--- src/rtl/spi_xfer_ctrl.sv ---
// spi_xfer_ctrl -- transaction sequencer in front of spi_master.
//
// Accepts one command (byte count + slave index), drives the selected
// active-low slave select with setup / hold / inter-frame gap timing, feeds
// write bytes one at a time into spi_master and returns each received byte.
// A watchdog aborts a transfer whose byte does not come back in time.
//
// Ports:
//   clk, rst                      clock, synchronous active-high reset
//   cmd_valid/cmd_ready           command handshake
//   cmd_len                       bytes to transfer (0 = 256)
//   cmd_ss                        slave index
//   wr_data/wr_valid/wr_ready     write byte stream from requester
//   rd_data/rd_valid              received byte strobe (no backpressure)
//   busy, done, err               status; done/err are one-cycle pulses
//   ss_n                          active-low slave selects
//   spi_tx_*                      byte to spi_master
//   spi_rx_*                      byte from spi_master
module spi_xfer_ctrl #(
  parameter int NUM_SS   = 4,
  parameter int CS_SETUP = 4,
  parameter int CS_HOLD  = 4,
  parameter int CS_GAP   = 8,
  parameter int TIMEOUT  = 1024,
  localparam int SSW     = (NUM_SS > 1) ? $clog2(NUM_SS) : 1
) (
  input  logic              clk,
  input  logic              rst,
  input  logic              cmd_valid,
  output logic              cmd_ready,
  input  logic [7:0]        cmd_len,
  input  logic [SSW-1:0]    cmd_ss,
  input  logic [7:0]        wr_data,
  input  logic              wr_valid,
  output logic              wr_ready,
  output logic [7:0]        rd_data,
  output logic              rd_valid,
  output logic              busy,
  output logic              done,
  output logic              err,
  output logic [NUM_SS-1:0] ss_n,
  output logic [7:0]        spi_tx_data,
  output logic              spi_tx_valid,
  input  logic              spi_tx_ready,
  input  logic [7:0]        spi_rx_data,
  input  logic              spi_rx_valid
);

  localparam int TMAX0 = (CS_SETUP > CS_HOLD) ? CS_SETUP : CS_HOLD;
  localparam int TMAX  = (TMAX0 > CS_GAP) ? TMAX0 : CS_GAP;
  localparam int TW    = $clog2(TMAX + 1);
  localparam int WDW   = $clog2(TIMEOUT + 1);

  localparam logic [SSW:0]        NSS = NUM_SS[SSW:0];
  localparam logic [NUM_SS-1:0]   ONE = 1;

  typedef enum logic [2:0] {
    S_IDLE, S_SETUP, S_FETCH, S_SEND, S_WAIT_RX, S_HOLD, S_GAP
  } state_t;

  state_t            state, state_nxt;
  logic [TW-1:0]     timer, timer_nxt;
  logic [WDW-1:0]    wd, wd_nxt;
  logic [8:0]        cnt, cnt_nxt;
  logic              abort, abort_nxt;
  logic [NUM_SS-1:0] ss_n_nxt;
  logic [7:0]        tx_data_nxt, rd_data_nxt;
  logic              tx_valid_nxt, rd_valid_nxt, done_nxt, err_nxt, wr_ready_nxt;
  logic              ss_ok, wd_expired;

  assign cmd_ready  = (state == S_IDLE) && !rst;
  assign busy       = (state != S_IDLE);
  assign ss_ok      = ({1'b0, cmd_ss} < NSS);
  // The watchdog runs across SEND and WAIT_RX without restarting, so the
  // budget covers the whole byte round trip.
  assign wd_expired = (wd == WDW'(TIMEOUT - 1));

  always_ff @(posedge clk) begin
    if (rst) state <= S_IDLE;
    else     state <= state_nxt;
  end

  always_comb begin
    state_nxt    = state;
    timer_nxt    = (timer != '0) ? timer - TW'(1) : timer;
    wd_nxt       = wd;
    cnt_nxt      = cnt;
    abort_nxt    = abort;
    ss_n_nxt     = ss_n;
    tx_data_nxt  = spi_tx_data;
    tx_valid_nxt = spi_tx_valid;
    rd_data_nxt  = rd_data;
    rd_valid_nxt = 1'b0;
    done_nxt     = 1'b0;
    err_nxt      = 1'b0;
    unique case (state)
      S_IDLE: if (cmd_valid) begin
        cnt_nxt = (cmd_len == 8'd0) ? 9'd256 : {1'b0, cmd_len};
        if (ss_ok) begin
          ss_n_nxt  = ~(ONE << cmd_ss);
          timer_nxt = TW'(CS_SETUP - 1);
          state_nxt = S_SETUP;
        end else begin
          // Bad slave index: finish immediately with an error, never select.
          done_nxt  = 1'b1;
          err_nxt   = 1'b1;
          timer_nxt = TW'(CS_GAP);
          state_nxt = S_GAP;
        end
      end
      S_SETUP: if (timer == '0) state_nxt = S_FETCH;
      S_FETCH: if (wr_valid) begin
        tx_data_nxt  = wr_data;
        tx_valid_nxt = 1'b1;
        wd_nxt       = '0;
        state_nxt    = S_SEND;
      end
      S_SEND: begin
        wd_nxt = wd + WDW'(1);
        // rx_valid is deliberately not looked at here: a byte cannot be
        // returned before it has been handed over.
        if (spi_tx_ready) begin
          tx_valid_nxt = 1'b0;
          state_nxt    = S_WAIT_RX;
        end else if (wd_expired) begin
          tx_valid_nxt = 1'b0;
          abort_nxt    = 1'b1;
          timer_nxt    = TW'(CS_HOLD - 1);
          state_nxt    = S_HOLD;
        end
      end
      S_WAIT_RX: begin
        wd_nxt = wd + WDW'(1);
        // A byte arriving on the expiry cycle still counts as delivered.
        if (spi_rx_valid) begin
          rd_data_nxt  = spi_rx_data;
          rd_valid_nxt = 1'b1;
          cnt_nxt      = cnt - 9'd1;
          if (cnt == 9'd1) begin
            timer_nxt = TW'(CS_HOLD - 1);
            state_nxt = S_HOLD;
          end else begin
            state_nxt = S_FETCH;
          end
        end else if (wd_expired) begin
          abort_nxt = 1'b1;
          timer_nxt = TW'(CS_HOLD - 1);
          state_nxt = S_HOLD;
        end
      end
      S_HOLD: if (timer == '0) begin
        ss_n_nxt  = '1;
        done_nxt  = 1'b1;
        err_nxt   = abort;
        // GAP spans CS_GAP+1 cycles so cmd_ready returns CS_GAP+1 after done.
        timer_nxt = TW'(CS_GAP);
        state_nxt = S_GAP;
      end
      S_GAP: if (timer == '0) begin
        abort_nxt = 1'b0;
        state_nxt = S_IDLE;
      end
      default: state_nxt = S_IDLE;
    endcase
    wr_ready_nxt = (state_nxt == S_FETCH);
  end

  always_ff @(posedge clk) begin
    if (rst) begin
      timer        <= '0;
      wd           <= '0;
      cnt          <= '0;
      abort        <= 1'b0;
      ss_n         <= '1;
      spi_tx_data  <= '0;
      spi_tx_valid <= 1'b0;
      rd_data      <= '0;
      rd_valid     <= 1'b0;
      done         <= 1'b0;
      err          <= 1'b0;
      wr_ready     <= 1'b0;
    end else begin
      timer        <= timer_nxt;
      wd           <= wd_nxt;
      cnt          <= cnt_nxt;
      abort        <= abort_nxt;
      ss_n         <= ss_n_nxt;
      spi_tx_data  <= tx_data_nxt;
      spi_tx_valid <= tx_valid_nxt;
      rd_data      <= rd_data_nxt;
      rd_valid     <= rd_valid_nxt;
      done         <= done_nxt;
      err          <= err_nxt;
      wr_ready     <= wr_ready_nxt;
    end
  end

endmodule

--- config.mk ---
export PLATFORM = sky130hd
export DESIGN_NAME = spi_xfer_ctrl
export DESIGN_NICKNAME = d
export VERILOG_FILES = /design/src/rtl/spi_xfer_ctrl.sv
export SDC_FILE = /design/constraint.sdc
export NUM_CORES = 1
export LEC_CHECK = 0
export ABC_CLOCK_PERIOD_IN_PS = 2500
export BUFFER_PORTS_ARGS = -buffer_cell sky130_fd_sc_hd__buf_4
export CAP_MARGIN = 20
export CORE_MARGIN = 2
export CORE_UTILIZATION = 52
export DETAILED_ROUTE_END_ITERATION = 6
export GPL_ROUTABILITY_DRIVEN = 0
export PLACE_DENSITY = 0.79
export SYNTH_ARGS = -nofsm -noshare
export SYNTH_HDL_FRONTEND = slang
export SYNTH_SLANG_ARGS = --single-unit
--- constraint.sdc ---
create_clock -name clk -period 2.5 [get_ports clk]
set_input_delay 0.25 -clock clk [delete_from_list [all_inputs] [get_ports clk]]
set_output_delay 0.25 -clock clk [all_outputs]
set_load 0.005 [all_outputs]
# Yosys cells after proc, flatten, opt, wreduce, memory -nomap -nowiden
# Index checks and enable logic that the tools add are counted.
[totals] reg_bits=53 in_bits=32 output_inout_bits=27 elab_cells=99
[op_classes] add_sub_neg=3 eq_ne=17 shift=1 mux=38 bitwise=4 reduce_logical=23
[op_table] op="2-to-1 mux 4 bit" count=9
[op_table] op="2-to-1 mux 3 bit" count=9
[op_table] op="2-to-1 mux 9 bit" count=3
[op_table] op="one-hot mux 11 bit (2 select lines)" count=1
[op_table] op="one-hot mux 3 bit (7 select lines)" count=1
[op_table] op="one-hot mux 9 bit (2 select lines)" count=1
[op_table] op="one-hot mux 4 bit (4 select lines)" count=1
[op_table] op="inequality test 2 bit (second input constant)" count=7
[op_table] op="adder 11 x 1 -> 11 bit (second input constant)" count=1
[op_table] op="equality test 11 x 10 -> 1 bit (second input constant)" count=1
[op_table] op="2-to-1 mux 11 bit" count=1
[op_table] op="equality test 3 x 2 -> 1 bit (second input constant)" count=3
[op_table] op="equality test 3 bit (second input constant)" count=3
[op_table] op="equality test 9 x 1 -> 1 bit (second input constant)" count=1
[op_table] op="2-to-1 mux 1 bit" count=9
[op_table] op="AND reduction 3 bit" count=3
[op_table] op="subtractor 9 x 1 -> 9 bit (second input constant)" count=1
[op_table] op="logical NOT 8 bit" count=1
[op_table] op="one-hot mux 4 bit (2 select lines)" count=1
[op_table] op="nonzero test 2 bit" count=4
[op_table] op="AND reduction 2 bit" count=3
[op_table] op="nonzero test 3 bit" count=2
[op_table] op="OR reduction 2 bit" count=3
[op_table] op="logical NOT 4 bit" count=1
[op_table] op="14 further kinds" count=16

# Depth between registers and ports, before layout
[depth] ltp_word=5 mapped_depth=8 depth_no_buf=8

# Least setup slack after synthesis
# OpenSTA, ideal clock, no wires.
[synth_path] path_kind="register to register" start="register timer[0]" end="register timer[0]" setup_ns=0.120 arrival_ns=1.666 t_required_ns=2.380 setup_slack_ns=0.714 stages_incl_launch_ff=9 path_buffers=0 period_less_slack_ns=1.786 cell_sequence="dfxtp_1 > inv_1 > ha_1 > nor3b_2 > inv_1 > ha_1 > a31oi_1 > o22ai_1 > o31a_1"
[synth_between] elab_chain_cells=5 word_cells_on_any_way=11 cone_classes="add/sub (1); mux (8); reduce/logical (2)"
[synth_rtl] element="start: declaration" line="62" rtl="logic [TW-1:0] timer, timer_nxt;"
[synth_rtl] element="start signal: assignment" line="183" rtl="timer <= timer_nxt;"
[synth_rtl] element="subtractor 4 x 1 -> 4 bit or nonzero test 4 bit (tied branches)" line="85" rtl="timer_nxt = (timer != '0) ? timer - TW'(1) : timer;"
[synth_rtl] element="2-to-1 mux 4 bit" line="85"
[synth_rtl] element="2-to-1 mux 4 bit, on equally long branches" line="125, 145, 139"
[synth_rtl] element="2-to-1 mux 4 bit, on equally long branches" line="135, 122"
[synth_rtl] element="one-hot mux 4 bit (4 select lines) (*)" line="96" rtl="unique case (state)"
# Every way passes the cells marked *; elsewhere a longest branch is shown, timed or not.
# A chain may end at the register's enable or synchronous reset.

# Worst setup path in the final report
# Same ends and word-level chain as after synthesis.

==> results.toml <==
[drt]
routed_wl_um = 6530
vias_per_cell = 5.669
post-route-drc-count = 0
dr.pass1.iters = 4
detail-route-antenna-nets = 0
avgRoutedWirePerCell_um = 14.42
detailroute.via_count = 2568
drt_iter0_markers = 173

[power]
cellLeakagePower_uw = 0.001307
vdd.ir_drop.worst_v = 0.0003140
power-per-cell-area_mw_per_mm2 = 650.4

[floorplan]
die_w_um = 76.94
die_h_um = 76.94
row_count = 26
io_pins = 59
placeableCoreArea_sq_mm = 0.005107
fp.dieArea_sq_mm = 0.005920
floorplan.initialDensity = 0.5416

[cts]
tritoncts.num_buffers = 5
cts-htree-levels = 2
worst_skew_pair.late_latency_ps = 310
post_cts_buffers = 0
cts.path.max_buffers = 2
cts_num_sinks = 53
cts_tree = "built"
cts_hold_repair.buffers = 0
number_of_resized_instances_in_the_post_cts_repair_step = 0
post_cts_clock_slew_at_the_launch_and_capture_registers_of_the_worst_setup_and_hold_paths_ps = 100
ctsRootBufferMaster = "sky130_fd_sc_hd__clkbuf_8"

[logic_synthesis]
synth-seq-cells = 53
synth_top_cell_area_share = 0.3835
post_syn_instances = 330
synth.area.mux_share = 0.03483
mappedNetlistArea_sq_mm = 0.002766
synthFlopType = "sky130_fd_sc_hd__dfxtp_1"
async_set_or_reset_flop_fraction_in_the_synthesized_netlist = 0
netlist.top_cell.by_area = "sky130_fd_sc_hd__dfxtp_1"
edff_count_synth = 0
syn_nets = 367
synth_sequential_area_ratio = 0.3835
ys_types = 63
synth_fa_ha_area_frac = 0.02261
synth.yosys.warnings = 0
synthTopCellsByArea = "sky130_fd_sc_hd__dfxtp_1 (38%), sky130_fd_sc_hd__nand2_1 (6.6%), sky130_fd_sc_hd__a21oi_1 (6.5%)"
synth_top_family_by_area = "simple AND/OR/NAND/NOR gates"
synth_compound_gate_area_share = 0.2189
post_synth_and_or_nand_nor_area_fraction = 0.2940
syn_area_per_cell_sq_um = 8.383
yosys.area_share.xor_xnor = 0

[critical_path]
critical_path_peak_fanout = 7
cpPeakStageDelay_ps = 330
crit_required_ps = 2700
worstPathArrival_ps = 2220
start_kind = "register"
timing_worst_setup_path_type = "register to register"
slowest_stage = "sky130_fd_sc_hd__dfxtp_1"
cp_cell_sequence = "inv_1, ha_1, nor3b_2, inv_1, ha_1, a31oi_1, o22ai_1, o31a_1"
timing.critical_path.to_type = "register"

[timing]
worst_hold_slack_ps = 171.6
setup_violations = 0
clock_skews_ps = 8.415
grt_setup_unrepaired = "false"
period_minus_slack_ps = 2015
post-route-period-util = 0.8058
finalHoldViolCount = 0
timing_max_transition_violations_final = 0
maxSlewHeadroom = 0.5319
tns_ps = 0
fmax_mhz = 496.4
timing_worst_slew_pin_value_ps = 695.7

[final_layout]
layout_common_cells = "sky130_fd_sc_hd__buf_4 (67), sky130_fd_sc_hd__dfxtp_1 (53), sky130_fd_sc_hd__nand2_1 (49)"
final_instance_area_sq_mm = 0.003346
fin_util = 0.6551
finish.net_count = 419
flow.area_growth_from_synthesis_pct = 20.94
layout-drive-gt1-share = 0.2350
final_common_cell = "sky130_fd_sc_hd__buf_4"
instances_no_fill = 453
fillers = 464
n_antenna_cell = 0

[grt]
antenna_found_initial = 0
first_global_vias = 2361
overall_fraction_of_global_route_tracks_in_use = 0.2334
grt.overflow.total = 0
grt_max_degree = 44
grt_pass1_wl_um = 11230

[placed_design]
dpl.cell_count = 445
detailed_place.area_sq_mm = 0.003256
buffer_ports.inserted = 58
place_hpwl_um = 4792

[min_path]
min_path_type = "primary input to register"

[flow_run]
max_cap_violations = 0

[outcome]
status = "completed"
## cell families after synthesis
family                   after synthesis
multiplexers                           9
flip-flops                            53
AND/OR/NAND/NOR                      141
adder cells (fa/ha/maj)                5
buffers and inverters                 29
AO/OA/AOI/OAI                         93
## Yosys cell counts, types with 4 or more instances
cell,count
sky130_fd_sc_hd__nand4_1,5
sky130_fd_sc_hd__inv_1,6
sky130_fd_sc_hd__nor3b_1,4
sky130_fd_sc_hd__dfxtp_1,53
sky130_fd_sc_hd__ha_1,5
sky130_fd_sc_hd__a21oi_1,36
sky130_fd_sc_hd__buf_2,8
sky130_fd_sc_hd__nand3b_1,5
sky130_fd_sc_hd__nand2b_1,5
sky130_fd_sc_hd__nor2_1,19
sky130_fd_sc_hd__clkbuf_1,10
sky130_fd_sc_hd__nand4bb_1,4
sky130_fd_sc_hd__o21ai_0,11
sky130_fd_sc_hd__mux2i_1,4
sky130_fd_sc_hd__nand2_1,49
sky130_fd_sc_hd__a31oi_1,11
sky130_fd_sc_hd__nor3_1,6
sky130_fd_sc_hd__a211oi_1,6
sky130_fd_sc_hd__nand3_1,8
sky130_fd_sc_hd__nor4_1,4
## where the power goes
group	switching [uW]	internal [uW]	total, uW
Combinational	350	328	678
Clock	286	199	485
Sequential	93.4	920	1010
Total	729	1450	2180
## worst max-delay path: cells and delay by family (launching register included)
family	cells	cell delay, ps
AND/OR/NAND/NOR	1	310
AO/OA/AOI/OAI	3	550
buffers and inverters	2	260
adder cells (fa/ha/maj)	2	460
flip-flops	1	330
## layout make-up
cell class / count / area, sq um / share of cell area
Clock buffer: 5 / 68.82 / 0.02057
Clock inverter: 3 / 21.27 / 0.006358
Multi-Input combinational cell: 248 / 1578 / 0.4716
Inverter: 7 / 26.28 / 0.007853
Sequential cell: 53 / 1061 / 0.3171
Timing Repair Buffer: 67 / 503.0 / 0.1503
Tap cell: 70 / 87.58 / 0.02618
## state kept, by name, indices dropped and copies added (netlist names), 3 cells and up
register,cells
spi_tx_data,8
state,3
rd_data,8
wd,11
ss_n,4
timer,4
cnt,9
## final timing paths
path                                         startpoint                 endpoint  slack (ps)  cells past startpoint
worst max-delay path                timer[0]$_SDFF_PP0_      timer[0]$_SDFF_PP0_         490                      8
worst min-delay path                     spi_rx_data[1]  rd_data[1]$_SDFFE_PP0P_         170                      3
worst max register to register      timer[0]$_SDFF_PP0_      timer[0]$_SDFF_PP0_         490                      8
worst min register to register  rd_data[1]$_SDFFE_PP0P_  rd_data[1]$_SDFFE_PP0P_         460                      2
## metal layers
metal | up-vias | track usage | part of all wire
li1 | 1323 | - | -
met1 | 1186 | 0.3062 | 0.45
met2 | 51 | 0.3842 | 0.49
met3 | 8 | 0.03647 | 0.038
met4 | 0 | 0.09273 | 0.014
met5 | - | 0 | 0
## per-stage QoR
stage | setup WS, ps | total power, uW
after floorplan | 713.9 | 1505
after global placement | 584.6 | 1690
after detailed placement | 492.6 | 1706
after CTS | 486.8 | 2191
after global routing | 341.1 | 2325
final | 485.5 | 2176
Power figures use the tool's default switching activity.
